File: src/rtl/traffic_pkg.sv
// Shared types, lamp codes and phase durations for the intersection controller.
package traffic_pkg;

    typedef enum logic [2:0] {
        MAIN_GREEN  = 3'd0,
        MAIN_YELLOW = 3'd1,
        ALL_RED_A   = 3'd2,
        SIDE_GREEN  = 3'd3,
        SIDE_YELLOW = 3'd4,
        ALL_RED_B   = 3'd5,
        PED_WALK    = 3'd6
    } state_t;

    localparam logic [2:0] LAMP_R = 3'b100;
    localparam logic [2:0] LAMP_Y = 3'b010;
    localparam logic [2:0] LAMP_G = 3'b001;

    function automatic logic [7:0] dur_of(
        input state_t     s,
        input logic [7:0] green,
        input logic [7:0] yellow,
        input logic [7:0] allred,
        input logic [7:0] walk
    );
        logic [7:0] d;
        d = allred;
        unique case (s)
            MAIN_GREEN, SIDE_GREEN:   d = green;
            MAIN_YELLOW, SIDE_YELLOW: d = yellow;
            PED_WALK:                 d = walk;
            default:                  d = allred;
        endcase
        return d;
    endfunction

endpackage

File: src/rtl/dwell_timer.sv
// Counts qualified ticks since phase entry; done fires on the tick that
// completes the phase.
module dwell_timer (
    input  logic       clk_i,
    input  logic       rst_i,
    input  logic       clear_i,
    input  logic       en_i,
    input  logic       tick_i,
    input  logic [7:0] limit_i,
    output logic       done_o
);

    logic [7:0] count_q;
    logic [7:0] count_d;
    logic       step;

    assign step   = tick_i & en_i;
    assign done_o = step & (count_q == (limit_i - 8'd1));

    always_comb begin
        count_d = count_q;
        if (clear_i) begin
            count_d = 8'd0;
        end else if (step) begin
            count_d = count_q + 8'd1;
        end
    end

    always_ff @(posedge clk_i) begin
        if (rst_i) begin
            count_q <= 8'd0;
        end else begin
            count_q <= count_d;
        end
    end

endmodule

File: src/rtl/traffic_light_ctrl.sv
// Two-road intersection sequencer with a latched pedestrian walk phase,
// advanced by an external half-second tick.
module traffic_light_ctrl
    import traffic_pkg::*;
#(
    parameter int unsigned GREEN_TICKS  = 20,
    parameter int unsigned YELLOW_TICKS = 6,
    parameter int unsigned ALLRED_TICKS = 2,
    parameter int unsigned WALK_TICKS   = 10
) (
    input  logic       CLOCK50_i,
    input  logic       rst_i,
    input  logic       tick_i,
    input  logic       enable_i,
    input  logic       ped_req_i,
    output logic [2:0] main_light_o,
    output logic [2:0] side_light_o,
    output logic       ped_walk_o,
    output logic       ped_ack_o,
    output logic [2:0] state_o
);

    if (GREEN_TICKS < 1 || GREEN_TICKS > 255 ||
        YELLOW_TICKS < 1 || YELLOW_TICKS > 255 ||
        ALLRED_TICKS < 1 || ALLRED_TICKS > 255 ||
        WALK_TICKS < 1 || WALK_TICKS > 255) begin : g_bad_dur
        $error("traffic_light_ctrl: phase durations must be 1..255");
    end

    localparam logic [7:0] G8 = GREEN_TICKS[7:0];
    localparam logic [7:0] Y8 = YELLOW_TICKS[7:0];
    localparam logic [7:0] A8 = ALLRED_TICKS[7:0];
    localparam logic [7:0] W8 = WALK_TICKS[7:0];

    state_t     state_q;
    state_t     state_d;
    logic       pending_q;
    logic       pending_d;
    logic       ack_q;
    logic       walk_go;
    logic       done;
    logic [7:0] limit;

    assign limit = dur_of(state_q, G8, Y8, A8, W8);

    dwell_timer u_dwell (
        .clk_i   (CLOCK50_i),
        .rst_i   (rst_i),
        .clear_i (done),
        .en_i    (enable_i),
        .tick_i  (tick_i),
        .limit_i (limit),
        .done_o  (done)
    );

    always_comb begin
        state_d = state_q;
        walk_go = 1'b0;
        if (done) begin
            unique case (state_q)
                MAIN_GREEN:  state_d = MAIN_YELLOW;
                MAIN_YELLOW: state_d = ALL_RED_A;
                ALL_RED_A:   state_d = SIDE_GREEN;
                SIDE_GREEN:  state_d = SIDE_YELLOW;
                SIDE_YELLOW: state_d = ALL_RED_B;
                ALL_RED_B: begin
                    // A press in the exit cycle itself still earns this walk.
                    if (pending_q || ped_req_i) begin
                        state_d = PED_WALK;
                        walk_go = 1'b1;
                    end else begin
                        state_d = MAIN_GREEN;
                    end
                end
                default:     state_d = MAIN_GREEN;
            endcase
        end
        pending_d = walk_go ? 1'b0 : (pending_q | ped_req_i);
    end

    always_ff @(posedge CLOCK50_i) begin
        if (rst_i) begin
            state_q   <= ALL_RED_B;
            pending_q <= 1'b0;
            ack_q     <= 1'b0;
        end else begin
            state_q   <= state_d;
            pending_q <= pending_d;
            ack_q     <= walk_go;
        end
    end

    always_comb begin
        main_light_o = LAMP_R;
        side_light_o = LAMP_R;
        unique case (state_q)
            MAIN_GREEN:  main_light_o = LAMP_G;
            MAIN_YELLOW: main_light_o = LAMP_Y;
            SIDE_GREEN:  side_light_o = LAMP_G;
            SIDE_YELLOW: side_light_o = LAMP_Y;
            default: begin
                main_light_o = LAMP_R;
                side_light_o = LAMP_R;
            end
        endcase
    end

    assign ped_walk_o = (state_q == PED_WALK);
    assign ped_ack_o  = ack_q;
    assign state_o    = state_q;

endmodule

File: config.mk
export PLATFORM = sky130hd
export DESIGN_NAME = traffic_light_ctrl
export DESIGN_NICKNAME = d
export VERILOG_FILES = /design/src/rtl/traffic_pkg.sv /design/src/rtl/dwell_timer.sv /design/src/rtl/traffic_light_ctrl.sv
export SDC_FILE = /design/constraint.sdc
export NUM_CORES = 1
export LEC_CHECK = 0
export BUFFER_PORTS_ARGS = -buffer_cell sky130_fd_sc_hd__buf_2
export CAP_MARGIN = 20
export CORE_MARGIN = 4
export CORE_UTILIZATION = 55
export CTS_CLUSTER_SIZE = 24
export DETAILED_ROUTE_END_ITERATION = 12
export GPL_TIMING_DRIVEN = 0
export PLACE_DENSITY = 0.83
export SLEW_MARGIN = 20
export SYNTH_ARGS = -nofsm -noshare
export SYNTH_HDL_FRONTEND = slang
export SYNTH_SLANG_ARGS = --single-unit
File: constraint.sdc
create_clock -name CLOCK50_i -period 5.35 [get_ports CLOCK50_i]
set_input_delay 0.2675 -clock CLOCK50_i [delete_from_list [all_inputs] [get_ports CLOCK50_i]]
set_output_delay 0.2675 -clock CLOCK50_i [all_outputs]
set_load 0.02 [all_outputs]
**Yosys cells after proc, flatten, opt, wreduce, memory -nomap -nowiden**

Index checks and enable logic that the tools add are counted.
W data, S select, Z words.

- Register bits after elaboration: 13
- Output and inout port bits: 11

- Bitwise operators: 3
- Add/sub/neg operators: 2
- Equality and inequality tests: 7
- Muxes and demuxes: 8
- Reductions and logical operators: 6

Operator list:

| operator | count |
|---|---|
| $pmux W3 S6 | 1 |
| $pmux W5 S3 | 1 |
| $pmux W3 S2 | 2 |
| $eq A3 B3 Y1 const B | 3 |
| $add A8 B1 Y8 const B | 1 |
| $eq A8 B8 Y1 | 1 |
| $reduce_or A2 Y1 | 4 |
| $eq A3 B2 Y1 const B | 2 |
| $sub A5 B1 Y6 const B | 1 |
| $eq A3 B1 Y1 const B | 1 |
| $logic_not A3 Y1 | 1 |
| $mux W1 | 3 |
| $mux W3 | 1 |
| $and A1 B1 Y1 | 2 |
| $logic_or A1 B1 Y1 | 1 |
| $or A1 B1 Y1 | 1 |

**Longest topological paths before layout**

- Word-level depth: 8
- Depth in mapped cells: 6
- Gate-level depth less buffers: 4

**Hierarchy**

A second synthesis with hierarchy kept.

- Cells, all modules: 116
- Area, all modules: 912.1 um^2

By module, submodules not included:

| module | area an instance (um^2) | instances | seq. area each (um^2) | cells each |
|---|---|---|---|---|
| dwell_timer | 584.3 | 1 | 160.2 | 77 |
| traffic_light_ctrl | 327.8 | 1 | 100.1 | 39 |

**Worst setup path before layout**

Ideal clock, no wire load.

- Path type: reg2out
- Start point: register state_q[2] (netlist: state_o[2])
- End point: output port side_light_o[2]
- Cell stages (with the launch flop): 4
- Path slack: 3.442 ns
- Path buffers: 1
- Data required time: 5.083 ns
- Arrival: 1.641 ns
- Path through: dfxtp_1 clkbuf_1 nor3b_1 nor2_1

- Word-level cells in the longest chain between the ends: 2
- Elaborated cells between the ends (all ways): 3

RTL lines:

| item | line | text |
|---|---|---|
| from (decl) | traffic_light_ctrl.sv:35 | `state_t state_q;` |
| from (signal assigned) | traffic_light_ctrl.sv:87 | `state_q <= state_d;` |
| $eq A3 B3 Y1 / $eq A3 B2 Y1 (equally long branches) | traffic_light_ctrl.sv:96 | `unique case (state_q)` |
| $pmux W3 S2 * | traffic_light_ctrl.sv:96 |  |
| to (decl) | traffic_light_ctrl.sv:17 | `output logic [2:0] side_light_o,` |

Mark *: on every way between the ends. The rest lies on a longest branch, timed or not.

**Final worst setup path**

- Start point: register state_q[0] (netlist: state_o[0])
- End point: register u_dwell.count_q[4]

- Word-level cells in the longest chain between the ends: 7
- Elaborated cells between the ends (all ways): 12

RTL lines:

| item | line | text |
|---|---|---|
| $eq A3 B3 Y1, or another cell as far along | traffic_pkg.sv:27 | `unique case (s)` |
| $reduce_or A2 Y1 | traffic_pkg.sv:27 |  |
| $pmux W5 S3 * | traffic_pkg.sv:27 |  |
| $sub A5 B1 Y6 * | dwell_timer.sv:18 | `assign done_o = step & (count_q == (limit_i - 8'd1));` |
| $eq A8 B8 Y1 * | dwell_timer.sv:18 |  |
| $and A1 B1 Y1 * | dwell_timer.sv:18 |  |
| $reduce_or A2 Y1 (no line) * | - |  |
| to (signal assigned) | dwell_timer.sv:33 | `count_q <= count_d;` |
| to (decl) | dwell_timer.sv:13 | `logic [7:0] count_q;` |

Marked as above.
A chain may end at the register's enable or synchronous reset.

==> out/metrics.csv <==
stage,metric,value,unit
critical_path,crit_fanout,10,
global_route,globalRouteOverflowTotal,0,
critical_path,crit_path_start_kind,flop,
worst_hold_path,hold_path.class,input pin to flop,
pwr,seqPwrFrac,53.0,%
critical_path,slowest_stage,or4_4,
die,die_w,46.8,um
clock_network,clock-sinks,13,
layout,drive_above_1_share,24.6,%
critical_path,cp.arrival,2.11,ns
worst_hold_path,min_from,enable_i,
timing,worst_slew_pin_slew,0.673,ns
layout,antennaDiodeCount,0,
clock_network,ctsLongestPathBuffers,2,
clock_network,cts_resized,0,
clock_network,clk_latency,0.28,ns
global_route,grt_pass1_wl,3140,um
yosys,synth_common_cells,"dfxtp_1, nor2_1, a211oi_1",
route,routed_via_density,6.29,
clock_network,cts_buffers,3,
layout,finalInstanceArea,947,um2
die,start_util,61.3,%
timing,fin_crit,1.97,ns
pwr,comb_power_share,13.5,%
timing,whs,0.295,ns
die,coreArea,0.00135,mm2
pwr,leakagePower,0.000362,uW
yosys,netlist_instances,95,
yosys,synth_most_common_cell,dfxtp_1,
pwr,sw_frac_of_total,27.8,%
critical_path,end_kind,flop,
critical_path,worst-path-buf-inv,2,
critical_path,crit_start,state_o[0],
pwr,clock_power_share,33.5,%
critical_path,required,5.49,ns
timing,fin_tns_setup,0,ns
critical_path,worstSetupPathType,flop to flop,
timing,setup_viol,0,
yosys,synth_seq_cells,13,
layout,fin_nets,121,
timing,fmax,508,MHz
place,portBuffers,15,
outcome,status,finished clean,
critical_path,worstPathCellList,"buf_2, nor2b_1, or4_4, a211oi_2, buf_6, a211oi_1",
clock_network,cts_hold_buf,0,
die,die-area,0.00219,mm2
layout,n_fill_cell,112,
route,wl_per_cell,14.5,um
place,gp_congestion,0.802,
critical_path,r2r_start,state_o[0],
timing,slew_viol_final,0,
yosys,synth_nets,101,
clock_network,cts-root-buf,clkbuf_4,
route,ant_nets,0,
critical_path,cp_top_family,simple AND/OR/NAND/NOR gates,
timing,clock_skew,0.00735,ns
die,die_h,46.8,um
timing,max_slew_margin,54.8,%
yosys,yosys.area.top_type_share,31.5,%
route,wl,1870,um
yosys,synth_top_flop_cell,dfxtp_1,
global_route,grt_pass1_vias,743,
timing,finalHoldViolCount,0,
timing,fin_crit_sh,36.8,%
die,fp-row-count,13,
yosys,syn_avg_cell_area,8.71,um2
yosys,synth_edf_count,0,
place,dp_cells,125,
timing,rsz0062_at_grt,false,
clock_network,path_clk_slew,0.08,ns
yosys,yosysUniqueCellTypes,39,
pwr,p_per_area,202,mW/mm2
route,drt_iter0_drc,19,
clock_network,htree_num_levels,1,
route,drc,0,
place,hpwlAfterDp,1390,um
clock_network,cts_tree,done,
pwr,p_sw,53.3,uW
pwr,p_int,138,uW
route,route.vias.total,812,
layout,syn_to_final_growth,14.5,%
die,io_pins,16,
clock_network,post_cts_buffers,0,
critical_path,max_stage_delay,0.45,ns
pwr,peakVddDrop,0.000137,V
yosys,ys_async_sr_fraction,0,%
yosys,ys_seq_area_share,31.5,%
yosys,synth_top_area_cell,dfxtp_1,
place,placed_area,921,um2
layout,finalNonFillerCells,129,
flow_run,max-cap-violations,0,
yosys,synth_area,827,um2
route,dr.pass1.iters,4,
yosys,synthTopCellsByArea,"dfxtp_1, a211oi_1, xor2_1",
global_route,track_usage,20.3,%
global_route,grt_max_degree,11,
global_route,grt_antenna_before_repair,0,
yosys,yosysWarnings,0,
-- path summary, 6_finish.rpt --
check                             to  slack (ns)  cells after the start
setup reg to reg  u_dwell.count_q[4]        3.38                      6
hold / removal    u_dwell.count_q[1]        0.30                      3
setup / recovery  u_dwell.count_q[4]        3.38                      6
hold reg to reg   u_dwell.count_q[1]        0.58                      2
-- routing by layer --
layer / wire length (um) / track usage, %
met4: 10 / 12.2
met5: 0 / 0
met2: 826 / 30.4
met3: 128 / 5.36
met1: 906 / 26.0
-- through the flow --
| stage | power (uW) | setup slack, ns | utilization, % |
|---|---|---|---|
| after floorplan | 121 | 3.44 | - |
| after global placement | 129 | 3.41 | 68.2 |
| after detailed placement | 129 | 3.40 | 68.2 |
| after CTS | 192 | 3.38 | 70.2 |
| after global routing | 201 | 3.25 | 70.2 |
| final | 192 | 3.38 | 70.2 |
-- power groups by stage --
stage          logic [uW]  registers (uW)  clock network (uW)
3_5_place_dp         25.6             104                   0
6_report             25.8             102                64.3
4_1_cts              25.7             102                64.7
2_1_floorplan        17.1             104                   0
5_1_grt              28.3             102                71.0
3_3_place_gp         25.0             104                   0
-- kinds of logic (layout without fill, tap and decap cells) --
kind of cell	count (synthesis)	after routing	synth area share [%]
and+or+nand+nor	42	42	29.8
AOI/OAI and AO/OA	21	21	21.5
DFF	13	13	31.5
xor gates and xnor gates	10	10	10.6
buffers and inverters	8	27	5.14
adders and majority gates	1	1	1.51
-- final cells by class --
type                       count  area, um2  share of cell area, %
buffer                         6       35.0                   3.70
tap                           15       18.8                   1.98
timing repair buffer          15       75.1                   7.93
sequential                    13        260                   27.5
inverter                       2       7.51                  0.793
multi-input combinational     74        524                   55.4
clock buffer                   4       26.3                   2.77
-- tightest hold or removal path: cells and delay by family --
kind | cells | cell delay (ns)
compound gates | 1 | 0.06
buf+inv | 1 | 0.12
simple gates | 1 | 0.07
-- registers in the layout (all words and copies together), names as in the netlist --
signal	count
u_dwell.count_q	8
state_o	3
pending_q	1
ped_ack_o	1
-- cells in the final DEF (no fill, tap or decap), types with 2 or more instances in the layout --
cell      Yosys  layout
a211oi_1      8       8
a221oi_1      2       2
and4_1        2       2
buf_2         1      16
clkbuf_1      3       4
clkbuf_4      0       3
dfxtp_1      13      13
inv_1         2       2
nand2_1       5       5
nand2b_1      2       2
nand3_1       3       3
nand4_1       3       3
nor2_1       12      12
nor2b_1       3       3
or2_2         2       2
or4_1         2       2
xnor2_1       4       4
xor2_1        6       6
Note: power is estimated with default switching activity, not from simulation.
